--- src/rtl/universal_shift_reg_if.sv ---
// Signal bundle for universal_shift_reg: mode/serial/parallel controls from the
// requester (master) and register contents plus busy/done status from the shifter (slave).
interface universal_shift_reg_if #(
    parameter int WIDTH = 8,
    parameter int AMT_W = 4
);
    logic             en;
    logic [2:0]       mode;
    logic             sin_r;
    logic             sin_l;
    logic [WIDTH-1:0] p_in;
    logic             start;
    logic [AMT_W-1:0] amount;
    logic [WIDTH-1:0] d_out;
    logic             sout_r;
    logic             sout_l;
    logic             busy;
    logic             done;

    modport master (
        output en, mode, sin_r, sin_l, p_in, start, amount,
        input  d_out, sout_r, sout_l, busy, done
    );

    modport slave (
        input  en, mode, sin_r, sin_l, p_in, start, amount,
        output d_out, sout_r, sout_l, busy, done
    );
endinterface

--- src/rtl/universal_shift_reg.sv ---
// Parametrised universal shift register: single-step shift/rotate/load plus a
// multi-step engine that repeats one latched operation N times behind busy/done.
module universal_shift_reg #(
    parameter int WIDTH = 8,
    parameter int AMT_W = 4
) (
    input  logic                clk,
    input  logic                rst,
    universal_shift_reg_if.slave bus
);
    typedef enum logic {IDLE, RUN} state_t;

    localparam logic [2:0] M_HOLD  = 3'b000;
    localparam logic [2:0] M_SHR   = 3'b001;
    localparam logic [2:0] M_SHL   = 3'b010;
    localparam logic [2:0] M_ROR   = 3'b011;
    localparam logic [2:0] M_ROL   = 3'b100;
    localparam logic [2:0] M_ASR   = 3'b101;
    localparam logic [2:0] M_LOAD  = 3'b110;
    localparam logic [2:0] M_HOLD2 = 3'b111;

    localparam logic [AMT_W-1:0] CNT_ZERO = '0;
    localparam logic [AMT_W-1:0] CNT_ONE  = {{(AMT_W-1){1'b0}}, 1'b1};

    state_t           state, state_n;
    logic [WIDTH-1:0] data_q, data_n;
    logic [AMT_W-1:0] cnt_q, cnt_n;
    logic [2:0]       mode_q, mode_n;
    logic             done_q, done_n;

    function automatic logic is_shift(input logic [2:0] m);
        return (m != M_HOLD) && (m != M_LOAD) && (m != M_HOLD2);
    endfunction

    function automatic logic [WIDTH-1:0] apply_op(
        input logic [2:0]       m,
        input logic [WIDTH-1:0] r,
        input logic             sr,
        input logic             sl,
        input logic [WIDTH-1:0] p
    );
        case (m)
            M_SHR:   return {sr, r[WIDTH-1:1]};
            M_SHL:   return {r[WIDTH-2:0], sl};
            M_ROR:   return {r[0], r[WIDTH-1:1]};
            M_ROL:   return {r[WIDTH-2:0], r[WIDTH-1]};
            M_ASR:   return {r[WIDTH-1], r[WIDTH-1:1]};
            M_LOAD:  return p;
            default: return r;
        endcase
    endfunction

    always_ff @(posedge clk or posedge rst) begin
        if (rst) begin
            state  <= IDLE;
            data_q <= '0;
            cnt_q  <= '0;
            mode_q <= M_HOLD;
            done_q <= 1'b0;
        end else begin
            state  <= state_n;
            data_q <= data_n;
            cnt_q  <= cnt_n;
            mode_q <= mode_n;
            done_q <= done_n;
        end
    end

    // done is a single-cycle pulse, so it defaults low on every edge, enabled or not.
    always_comb begin
        state_n = state;
        data_n  = data_q;
        cnt_n   = cnt_q;
        mode_n  = mode_q;
        done_n  = 1'b0;
        case (state)
            IDLE: begin
                if (bus.en) begin
                    if (bus.start) begin
                        mode_n = bus.mode;
                        if (is_shift(bus.mode) && (bus.amount != CNT_ZERO)) begin
                            state_n = RUN;
                            cnt_n   = bus.amount;
                        end else begin
                            done_n = 1'b1;
                        end
                    end else begin
                        data_n = apply_op(bus.mode, data_q, bus.sin_r, bus.sin_l, bus.p_in);
                    end
                end
            end
            RUN: begin
                // Serial inputs stay live during a run; mode, p_in and start do not.
                if (bus.en) begin
                    data_n = apply_op(mode_q, data_q, bus.sin_r, bus.sin_l, bus.p_in);
                    cnt_n  = cnt_q - CNT_ONE;
                    if (cnt_q == CNT_ONE) begin
                        state_n = IDLE;
                        done_n  = 1'b1;
                    end
                end
            end
            default: state_n = IDLE;
        endcase
    end

    assign bus.d_out  = data_q;
    assign bus.sout_r = data_q[0];
    assign bus.sout_l = data_q[WIDTH-1];
    assign bus.busy   = (state == RUN);
    assign bus.done   = done_q;
endmodule

--- src/flat_wrapper.sv ---
// flat-port wrapper written by rule: the top's interface ports become plain ports
module universal_shift_reg_flat 
#(
    parameter int WIDTH = 8,
    parameter int AMT_W = 4
)
  (clk, rst, bus_en, bus_mode, bus_sin_r, bus_sin_l, bus_p_in, bus_start, bus_amount, bus_d_out, bus_sout_r, bus_sout_l, bus_busy, bus_done);
  universal_shift_reg_if #(.WIDTH(WIDTH), .AMT_W(AMT_W)) bus_i ();
  input  logic clk;
  input  logic rst;
  input wire logic [$bits(bus_i.en)-1:0] bus_en;
  input wire logic [$bits(bus_i.mode)-1:0] bus_mode;
  input wire logic [$bits(bus_i.sin_r)-1:0] bus_sin_r;
  input wire logic [$bits(bus_i.sin_l)-1:0] bus_sin_l;
  input wire logic [$bits(bus_i.p_in)-1:0] bus_p_in;
  input wire logic [$bits(bus_i.start)-1:0] bus_start;
  input wire logic [$bits(bus_i.amount)-1:0] bus_amount;
  output wire logic [$bits(bus_i.d_out)-1:0] bus_d_out;
  output wire logic [$bits(bus_i.sout_r)-1:0] bus_sout_r;
  output wire logic [$bits(bus_i.sout_l)-1:0] bus_sout_l;
  output wire logic [$bits(bus_i.busy)-1:0] bus_busy;
  output wire logic [$bits(bus_i.done)-1:0] bus_done;
  assign bus_i.en = bus_en;
  assign bus_i.mode = bus_mode;
  assign bus_i.sin_r = bus_sin_r;
  assign bus_i.sin_l = bus_sin_l;
  assign bus_i.p_in = bus_p_in;
  assign bus_i.start = bus_start;
  assign bus_i.amount = bus_amount;
  assign bus_d_out = bus_i.d_out;
  assign bus_sout_r = bus_i.sout_r;
  assign bus_sout_l = bus_i.sout_l;
  assign bus_busy = bus_i.busy;
  assign bus_done = bus_i.done;
  universal_shift_reg #(.WIDTH(WIDTH), .AMT_W(AMT_W)) u_core (.clk(clk), .rst(rst), .bus(bus_i));
endmodule
--- config.mk ---
export PLATFORM = sky130hd
export DESIGN_NAME = universal_shift_reg_flat
export DESIGN_NICKNAME = d
export VERILOG_FILES = /design/src/rtl/universal_shift_reg_if.sv /design/src/rtl/universal_shift_reg.sv /design/src/flat_wrapper.sv
export SDC_FILE = /design/constraint.sdc
export NUM_CORES = 1
export LEC_CHECK = 0
export BUFFER_PORTS_ARGS = -buffer_cell sky130_fd_sc_hd__clkbuf_2
export CORE_ASPECT_RATIO = 1.75
export CORE_UTILIZATION = 45
export DETAILED_ROUTE_END_ITERATION = 12
export GPL_TIMING_DRIVEN = 0
export PLACE_DENSITY = 0.67
export SYNTH_ARGS = -nofsm -noshare
export SYNTH_HDL_FRONTEND = slang
export SYNTH_SLANG_ARGS = --single-unit
export TNS_END_PERCENT = 1
--- constraint.sdc ---
create_clock -name clk -period 3.1 [get_ports clk]
set_clock_uncertainty 0.1 [all_clocks]
set_input_delay 0.155 -clock clk [delete_from_list [all_inputs] [get_ports clk]]
set_output_delay 0.155 -clock clk [all_outputs]
set_load 0.005 [all_outputs]
# Yosys cells after proc, flatten, opt, wreduce, memory -nomap -nowiden
# Index checks and enable logic that the tools add are counted.
word_totals:
  regBits: 17
  in_bits: 21
  output_inout_bits: 12
  wordCells: 66
classes:
  n_addsub: 1
  n_eq_ne: 26
  muxes: 23
  bitwise_logic: 1
  n_reduce_logical: 9
op_table:
  columns: ["operator", "count"]
  rows:
  - ["one-hot mux 8 bit (6 select lines)", 2]
  - ["two-way mux 8 bit", 3]
  - ["equality test 3 bit, second input constant", 6]
  - ["two-way mux 4 bit", 4]
  - ["one-hot mux 8 bit (2 select lines)", 1]
  - ["!= test 7 bit, second input constant", 2]
  - ["equality test 3 x 2 -> 1 bit, second input constant", 4]
  - ["!= test 2 bit, second input constant", 6]
  - ["!= test 6 bit, second input constant", 2]
  - ["two-way mux 1 bit", 10]
  - ["one-hot mux 4 bit (2 select lines)", 1]
  - ["AND reduction 7 bit", 1]
  - ["equality test 3 x 1 -> 1 bit, second input constant", 2]
  - ["!= test 3 bit, second input constant", 2]
  - ["AND reduction 5 bit", 1]
  - ["equality test 4 x 1 -> 1 bit, second input constant", 1]
  - ["one-hot mux 1 bit (2 select lines)", 2]
  - ["AND reduction 4 bit", 1]
  - ["nonzero test 4 bit", 1]
  - ["subtractor 4 x 1 -> 4 bit, second input constant", 1]
  - ["logical AND 1 bit", 3]
  - ["AND reduction 3 bit", 1]
  - ["nonzero test 3 bit", 1]
  - ["!= test 2 x 1 -> 1 bit, second input constant", 1]
  - ["inverter 1 bit", 1]

# Depth between registers and ports, before layout
# Gate-level depths: netlist of the first run.
depth:
  word_depth: 8
  mapped_depth: 6
  depth_no_buf: 5

# Least setup slack after synthesis of the first run
# OpenSTA, ideal clock, no wires.
synth_timing:
  kind: "register to register"
  startpoint: "reg u_core.state (netlist: u_core.bus.busy)"
  endpoint: "reg u_core.cnt_q[0]"
  setup_ps: 128
  t_arrival_ps: 1332
  required_ps: 2872
  slack_ps: 1539
  stages_incl_launch_ff: 7
  n_path_buf: 3
  period_less_slack_ps: 1561
  path_cell_list: "dfrtp_1 -> buf_2 -> buf_2 -> buf_1 -> o21ai_0 -> o21ai_0 -> o31ai_1"
synth_via:
  elab_chain_len: 3
  elab_cells_between_ends: 7
  cone_classes: "eq/ne (4); mux (1); bitwise (1); reduce/logical (1)"
synth_lines:
  columns: ["element", "line", "source"]
  rows:
  - ["start, declared", "universal_shift_reg.sv:25", "state_t state, state_n;"]
  - ["start signal, assigned", "universal_shift_reg.sv:61", "state <= state_n;"]
  - ["inverter 1 bit (no line)", null, null]
  - ["!= test 2 x 1 -> 1 bit (no line) or != test 2 bit (tied branches)", null, null]
  - ["AND reduction 4 bit (no line)", null, null]
  - ["end signal, assigned", "universal_shift_reg.sv:63", "cnt_q <= cnt_n;"]
  - ["end, declared", "universal_shift_reg.sv:27", "logic [AMT_W-1:0] cnt_q, cnt_n;"]
# Several ways; a longest one is shown, not always the timed one.
# A chain may end at the register's enable or synchronous reset.

# Worst setup path after layout of the first run
# Ends and elaborated chain as after synthesis.

==> flow_summary.ini, run 1 <==
[clocking]
cts_buffers = 3
cts_max_level = 1
ctsResizeCount = 0
cts.sinks = 17
cts-root-buf = clkbuf_8
clockBufferDepth = 2
cts_tree = yes
clock_latency_ps = 260
clk_pin_slew_ps = 80

[outcome]
status = finished clean

[routing]
highest_layer = met4
routed-wl-met2_um = 2228
drtPass1Iterations = 6
wl_per_cell_um = 16.74
vias = 1442
dr_wl_met3_um = 148
totalWireLength_um = 3951
final_antenna_net_count = 0
wl_met1_um = 1519
drcViolationCount = 0
drt_first_iter_violations = 90
via_per_inst = 6.110

[final_layout]
final_core_util = 0.5719
fill_cells = 273
drive_gt1_frac = 0.2887
stdcell_area_um2 = 1693
area_growth_pct = 18.68
n_antenna_cell = 0
fin_cells = 236
num-nets-final = 218

[worst_setup_path]
ff2ff_setup_slack_ps = 1170
cp-end-kind = flip-flop
slowest_stage = buf_1
worst_r2r_path_depth = 6
reg2reg_to = u_core.cnt_q[0]
start_kind = flip-flop
crit_arrival_ps = 1960
r2r-start = u_core.bus.busy
crit_path_max_incr_delay_ps = 440
cp_max_fo = 10
worst_ep_required_time_ps = 3140
path_buf_inv = 3
cp_top_family = buffers and inverters
cp_cell_sequence = buf_2 > buf_2 > buf_1 > o21ai_0 > o21ai_0 > o31ai_1
critPathKind = reg -> reg

[sta]
finalSetupTns_ps = 0
min_period_over_period = 0.6212
min_period_ps = 1926
slew_headroom = 0.5517
fmax_mhz = 519.3
setup_viol = 0
worstMarginPinSlew_ps = 671.7
final_max_slew_viol_count = 0
hold_violations = 0
rsz0062_at_grt = false

[global_route]
overflow = 0
grt_pass1_vias = 1450
grt_pass1_wl_um = 6651
grt_start_max_net_pins = 18
globalRouteTotalUtil = 0.2553
antenna_found_initial = 0

[floorplanning]
die_y_um = 76.48
core-area_um2 = 2960
initial_core_util = 0.4818
ios = 33
dieArea_um2 = 3408
die_w_um = 44.56
rows = 26

[yosys]
synth.top_cell.area_share = 0.2982
synth.area.top_cells = dfrtp_1, a22o_1, a222oi_1, o31ai_1, a311oi_1
synthesis.instances = 158
synth-main-ff-cell = dfrtp_1
synth_top_cell_by_area = dfrtp_1
synth_edf_count = 0
synth_nets = 181
async_flop_share = 1.000
ys_ff_latch = 17
yosys_warnings = 0
yosysUniqueCellTypes = 45
syn_avg_cell_area_um2 = 9.028
yosysSeqAreaShare = 0.2982
synth_area_um2 = 1426

[power_and_ir_drop]
power.density_nw_per_um2 = 939.3
leakage_nw = 0.7508
peakVddDrop_uv = 471.0

[placed_design]
place_inst = 231
dpl_cell_area_um2 = 1634
place_congestion = 0.8533
place_hpwl_um = 3031
port_buffers = 31

[min_path]
worstHoldStart = bus_amount[0]
min_path_cells = 3
worstHoldPathType = in -> reg
holdPathEnd = u_core.cnt_q[0]

[flow_run]
drv_cap = 0
-- metal layers --
metal | global-route usage | vias to the layer above
met5 | 0 | -
met4 | 0.1000 | 0
met3 | 0.03081 | 6
met2 | 0.4676 | 49
met1 | 0.2785 | 706
li1 | - | 681
-- worst max-delay path by stage --
stage | from | to | slack (ps) | cells after the start
after floorplan | u_core.bus.busy | u_core.cnt_q[0] | 1540 | 6
after global placement | u_core.bus.busy | u_core.cnt_q[0] | 1250 | 6
after detailed placement | u_core.bus.busy | u_core.cnt_q[0] | 1210 | 6
after CTS | u_core.bus.busy | u_core.cnt_q[0] | 1190 | 6
after global routing | u_core.bus.busy | u_core.cnt_q[0] | 1070 | 6
final | u_core.bus.busy | u_core.cnt_q[0] | 1170 | 6
-- per-stage QoR --
stage / setup slack, ps / hold slack (ps) / power [mW]
after global placement: 1253 / 167.0 / 1.381
after detailed placement: 1211 / 172.3 / 1.405
final: 1174 / 88.97 / 1.590
after global routing: 1073 / 108.3 / 1.710
after floorplan: 1539 / -18.93 / 1.126
after CTS: 1188 / 97.21 / 1.584
-- worst register-to-register path, stage by stage, from the launching register on --
cell and delay (ps):
dfrtp_1 360, buf_2 230, buf_2 270, buf_1 440, o21ai_0 150, o21ai_0 160
o31ai_1 90
-- timing repair --
action | CTS | global route
setup buffers | 0 | 0
hold endpoints to repair | 17 | 0
hold buffers | 1 | 0
endpoints found under the setup margin | 0 | 0
-- report_power, final --
part | total [mW] | switching [mW] | internal (mW) | leakage (nW)
registers | 0.456 | 0.132 | 0.323 | 0.207
logic | 0.955 | 0.511 | 0.444 | 0.522
clock network | 0.180 | 0.0893 | 0.0907 | 0.0217
-- kinds of logic after synthesis --
kind of cell / Yosys count / share of synthesized area
muxes: 8 / 0.05965
xor gates and xnor gates: 2 / 0.01228
AOI/OAI and AO/OA: 60 / 0.3404
and+or+nand+nor: 49 / 0.1956
adders and majority gates: 2 / 0.01754
DFF: 17 / 0.2982
buffers and inverters: 20 / 0.07631
-- placed cells by master, fill, tap and decap left out, types with 2 or more instances in the layout --
| cell | Yosys | layout |
|---|---|---|
| a21oi_1 | 7 | 7 |
| a222oi_1 | 6 | 6 |
| a22o_1 | 8 | 8 |
| a311oi_1 | 6 | 6 |
| a31oi_1 | 4 | 4 |
| and3b_1 | 2 | 2 |
| buf_2 | 6 | 6 |
| buf_4 | 3 | 3 |
| buf_6 | 2 | 2 |
| clkbuf_1 | 2 | 2 |
| clkbuf_2 | 0 | 31 |
| clkbuf_8 | 0 | 3 |
| dfrtp_1 | 17 | 17 |
| ha_1 | 2 | 2 |
| inv_1 | 5 | 5 |
| mux2_2 | 4 | 4 |
| mux2i_1 | 4 | 4 |
| nand2_1 | 13 | 13 |
| nand2b_1 | 8 | 8 |
| nand3_1 | 3 | 3 |
| nand3b_1 | 4 | 4 |
| nor2_1 | 11 | 11 |
| o21ai_0 | 7 | 7 |
| o21ai_1 | 2 | 2 |
| o21bai_1 | 2 | 2 |
| o22a_1 | 2 | 2 |
| o22ai_1 | 2 | 2 |
| o31ai_1 | 7 | 7 |
-- area by class of cell --
cell class	instances	area (um2)	share of cell area
Sequential cell	17	425.4	0.2513
Timing Repair Buffer	32	165.2	0.09756
Clock buffer	3	41.29	0.02439
Clock inverter	1	7.507	0.004435
Buffer	14	86.33	0.05100
Inverter	6	22.52	0.01330
Multi-Input combinational cell	121	892.1	0.5270
Tap cell	42	52.55	0.03104
-- state kept, by name (all words and copies together), names as in the netlist --
name              cells
u_core.bus.busy       1
u_core.bus.d_out      8
u_core.bus.done       1
u_core.cnt_q          4
u_core.mode_q         3
-- synth_stat cells (all sizes together) (3+ instances only) --
master,n
a222oi,6
dfrtp,17
o21ai,9
nand2,13
inv,5
a21oi,7
nand2b,8
o31ai,7
buf,12
mux2i,4
a311oi,6
nand3,3
mux2,4
nand3b,4
nor2,11
a31oi,4
a22o,8
Note: power is estimated with default switching activity, not from simulation.
==> inputs of run 2 (changes only) <==
Clock period 3.1 ns to 1.8 ns, I/O delays scaled along.
==> flow_summary.ini, run 2 (same netlist as run 1, synthesis figures left out) <==
[outcome]
status = finished clean

[routing]
vias = 1449
wl_per_cell_um = 16.96
drt_first_iter_violations = 84
drtPass1Iterations = 4
drcViolationCount = 0
final_antenna_net_count = 0
via_per_inst = 6.114
totalWireLength_um = 4020

[global_route]
met3_usage = 0.03081
antenna_found_initial = 0
grt_start_max_net_pins = 18
globalRouteTotalUtil = 0.2553
grtUsageMet1 = 0.2785
overflow = 0
grt-busiest-layer = met2
grt_pass1_wl_um = 6651
use_met2 = 0.4676
grt_pass1_vias = 1450

[worst_setup_path]
critPathKind = reg -> reg
start_kind = flip-flop
worst_ep_required_time_ps = 1860
crit_arrival_ps = 1780
cp-end-kind = flip-flop
cp_max_fo = 9

[sta]
hold_violations = 0
finalSetupTns_ps = 0
final_max_slew_viol_count = 0
worstMarginPinSlew_ps = 672.9
min_period_ps = 1722
setup_viol = 0
rsz0062_at_grt = false
min_period_over_period = 0.9567
slew_headroom = 0.5509
fmax_mhz = 580.7

[floorplanning]
ios = 33
die_y_um = 76.48
dieArea_um2 = 3408
die_w_um = 44.56
core-area_um2 = 2960
rows = 26
initial_core_util = 0.4818

[final_layout]
final_common_cell = clkbuf_2
num-nets-final = 219
stdcell_area_um2 = 1725
multi_input_area_um2 = 910.9
fill_cells = 271
drive_gt1_frac = 0.3128
fin_cells = 237
largest_reg_flops = 8
regArea_um2 = 425.4
most-common-layout-cells = clkbuf_2, dfrtp_1, nand2_1
n_antenna_cell = 0
area_growth_pct = 20.96

[clocking]
cts_max_level = 1
cts.sinks = 17
clockBufferDepth = 2
cts_buffers = 3
cts_tree = yes
clock_latency_ps = 270
cts-root-buf = clkbuf_8
clk_pin_slew_ps = 90

[placed_design]
place_hpwl_um = 3031
dpl_cell_area_um2 = 1634
place_congestion = 0.8533
place_inst = 231
port_buffers = 31

[power_and_ir_drop]
peakVddDrop_uv = 815.0
power.density_nw_per_um2 = 1635
leakage_nw = 0.7647

[min_path]
worstHoldPathType = in -> reg

[flow_run]
drv_cap = 0
## run 2: cell count changes in the layout (fill, tap and decap cells not counted)
| cell | before | now |
|---|---|---|
| buf_4 | 3 | 4 |
| o311a_4 | 0 | 1 |
| buf_1 | 1 | 0 |
| buf_2 | 6 | 5 |
| o21bai_1 | 2 | 1 |
| o21bai_2 | 0 | 1 |
| clkbuf_4 | 0 | 2 |
| o21ai_1 | 2 | 1 |
| o311a_1 | 1 | 0 |
| o21ai_2 | 0 | 1 |
## run 2: per-layer routing
layer	vias to the layer above	part of all wire
met4	0	0.019
met3	10	0.044
met5	-	0
met1	697	0.37
met2	57	0.56
li1	685	-
## run 2: path summary, 6_finish.rpt
| check | startpoint | to | slack (ps) | cells past startpoint |
|---|---|---|---|---|
| min | bus_amount[0] | u_core.cnt_q[0] | 20 | 3 |
| max in group asynchronous | rst | u_core.bus.d_out[4] | 820 | 3 |
| min reg2reg | u_core.cnt_q[0] | u_core.cnt_q[0] | 450 | 1 |
| max reg2reg | u_core.bus.busy | u_core.mode_q[1] | 80 | 4 |
| min in group asynchronous | rst | u_core.bus.done | 340 | 3 |
| max | u_core.bus.busy | u_core.mode_q[1] | 80 | 4 |
## run 2: report_power, final
part | internal (mW) | switching, mW | total [mW]
clock | 0.156 | 0.161 | 0.317
sequential | 0.557 | 0.233 | 0.789
combinational | 0.816 | 0.899 | 1.72
total | 1.53 | 1.29 | 2.82
## run 2: area by class of cell
class,count,share of cell area
clock inverters,1,0.004351
repair buffers,33,0.1001
flip-flops and latches,17,0.2466
inverters,6,0.01305
multi-input cells,121,0.5279
clock buffers,3,0.02393
well taps,42,0.03046
plain buffers,14,0.05366
## run 2: metrics by stage
step	hold WS [ps]	utilization	worst slack [ps]	total power, mW
after floorplan	-83.93	-	239.4	1.940
after global placement	102.0	0.5520	-47.06	2.379
after detailed placement	107.3	0.5520	-89.07	2.419
after CTS	32.21	0.5723	21.29	2.732
after global routing	43.26	0.5828	0.7344	3.023
final	20.72	0.5828	77.98	2.822
## run 2: timing repair
| action | 4_1_cts | 5_1_grt |
|---|---|---|
| hold endpoints to repair | 17 | 0 |
| pin swaps | 0 | 1 |
| hold buffers | 1 | 0 |
| resized for setup | 1 | 5 |
| setup endpoints to repair | 8 | 6 |
| setup buffers | 0 | 1 |
## run 2: critical path, cell delays in order, from the launching register on
cell,delay [ps]
dfrtp_1,360
buf_2,240
clkinv_1,290
nand3_1,260
mux2_2,370
==> inputs of run 3 (changes only) <==
Settings changed: RECOVER_POWER from default to 50.
==> flow_summary.ini, run 3 (same netlist as run 1, synthesis figures left out) <==
[outcome]
status = finished clean

[worst_setup_path]
crit_path_max_incr_delay_ps = 370
slowest_stage = mux2_2
worst_r2r_path_depth = 4
cp_cell_sequence = buf_2 > clkinv_1 > nand3_1 > mux2_2
worst_ep_required_time_ps = 1860
reg2reg_to = u_core.mode_q[1]
start_kind = flip-flop
r2r-start = u_core.bus.busy
ff2ff_setup_slack_ps = 80
crit_arrival_ps = 1780
cp-end-kind = flip-flop
critPathKind = reg -> reg
cp_max_fo = 9

[clocking]
cts.sinks = 17
clk_pin_slew_ps = 90
cts_max_level = 1
cts_buffers = 3
clockBufferDepth = 2
cts_tree = yes
cts-root-buf = clkbuf_8
clock_latency_ps = 270

[global_route]
antenna_found_initial = 0
grt_pass1_vias = 1450
grt_pass1_wl_um = 6651
globalRouteTotalUtil = 0.2553
overflow = 0
grt_start_max_net_pins = 18

[sta]
final.setup.worst_slack_ps = 77.93
fmax_mhz = 580.7
final_max_slew_viol_count = 0
fin_hold_ws_ps = 20.72
rsz0062_at_grt = false
setup_viol = 0
min_period_ps = 1722
min_period_over_period = 0.9567
slew_headroom = 0.5510
worstMarginPinSlew_ps = 672.7
hold_violations = 0
finalSetupTns_ps = 0

[floorplanning]
rows = 26
initial_core_util = 0.4818
die_y_um = 76.48
core-area_um2 = 2960
ios = 33
dieArea_um2 = 3408
die_w_um = 44.56

[placed_design]
place_inst = 231
pre_cts_slack_ps = -89.07
place_hpwl_um = 3031
dpl_cell_area_um2 = 1634
place_congestion = 0.8533
port_buffers = 31

[routing]
drtPass1Iterations = 4
via_per_inst = 6.114
drcViolationCount = 0
wl_per_cell_um = 16.97
final_antenna_net_count = 0
vias = 1449
drt_first_iter_violations = 84
totalWireLength_um = 4023

[final_layout]
most-common-layout-cells = clkbuf_2, dfrtp_1, nand2_1
num-nets-final = 219
drive_gt1_frac = 0.3026
area_growth_pct = 20.79
n_antenna_cell = 0
largest_reg_flops = 8
final_core_util = 0.5820
fin_cells = 237
stdcell_area_um2 = 1723
fill_cells = 272
final_common_cell = clkbuf_2

[power_and_ir_drop]
power.density_nw_per_um2 = 1636
leakage_nw = 0.7580
peakVddDrop_uv = 814.6
finalPower_mw = 2.819

[flow_run]
drv_cap = 0

[min_path]
worstHoldStart = bus_amount[0]
min_path_cells = 3
holdPathEnd = u_core.cnt_q[0]
worstHoldPathType = in -> reg
run 3: where the power goes:
part / internal [mW] / leakage [nW] / switching, mW
Sequential: 0.557 / 0.207 / 0.232
Clock: 0.156 / 0.0217 / 0.160
Combinational: 0.814 / 0.529 / 0.899
Total: 1.53 / 0.758 / 1.29
run 3: final cells by class:
cell class | instances | area (um2) | area share
tap | 42 | 52.55 | 0.03050
timing repair buffer | 33 | 170.2 | 0.09877
multi-input combinational | 121 | 910.9 | 0.5287
sequential | 17 | 425.4 | 0.2469
clock buffer | 3 | 41.29 | 0.02397
buffer | 14 | 92.59 | 0.05374
clock inverter | 1 | 7.507 | 0.004357
inverter | 6 | 22.52 | 0.01307
run 3: critical path, delay by kind of cell (launching register included):
kind	cells	cell delay (ps)
buffers and inverters	2	530
flip-flops	1	360
multiplexers	1	370
AND/OR/NAND/NOR	1	260
run 3: per-layer routing:
layer	GRT usage	wire length (um)	vias up
li1	-	-	685
met1	0.2785	1499	697
met2	0.4676	2268	57
met3	0.03081	180	10
met4	0.1000	75	0
met5	0	0	-
run 3: timing repair:
| item | 4_1_cts | 5_1_grt |
|---|---|---|
| hold buffers | 1 | 0 |
| gates cloned | 0 | 0 |
| setup buffers | 0 | 1 |
| resized for setup | 1 | 5 |
| hold endpoints to repair | 17 | 0 |
| pin swaps | 0 | 1 |
| setup endpoints to repair | 8 | 6 |
run 3: worst max-delay path by stage:
| stage | from | to | depth (start not counted) |
|---|---|---|---|
| 4_1_cts | u_core.bus.busy | u_core.bus.d_out[6] | 5 |
| 3_5_place_dp | u_core.bus.busy | u_core.cnt_q[0] | 6 |
| 3_3_place_gp | u_core.bus.busy | u_core.cnt_q[0] | 6 |
| 5_1_grt | u_core.bus.busy | u_core.mode_q[1] | 4 |
| 2_1_floorplan | u_core.bus.busy | u_core.cnt_q[0] | 6 |
| 6_report | u_core.bus.busy | u_core.mode_q[1] | 4 |
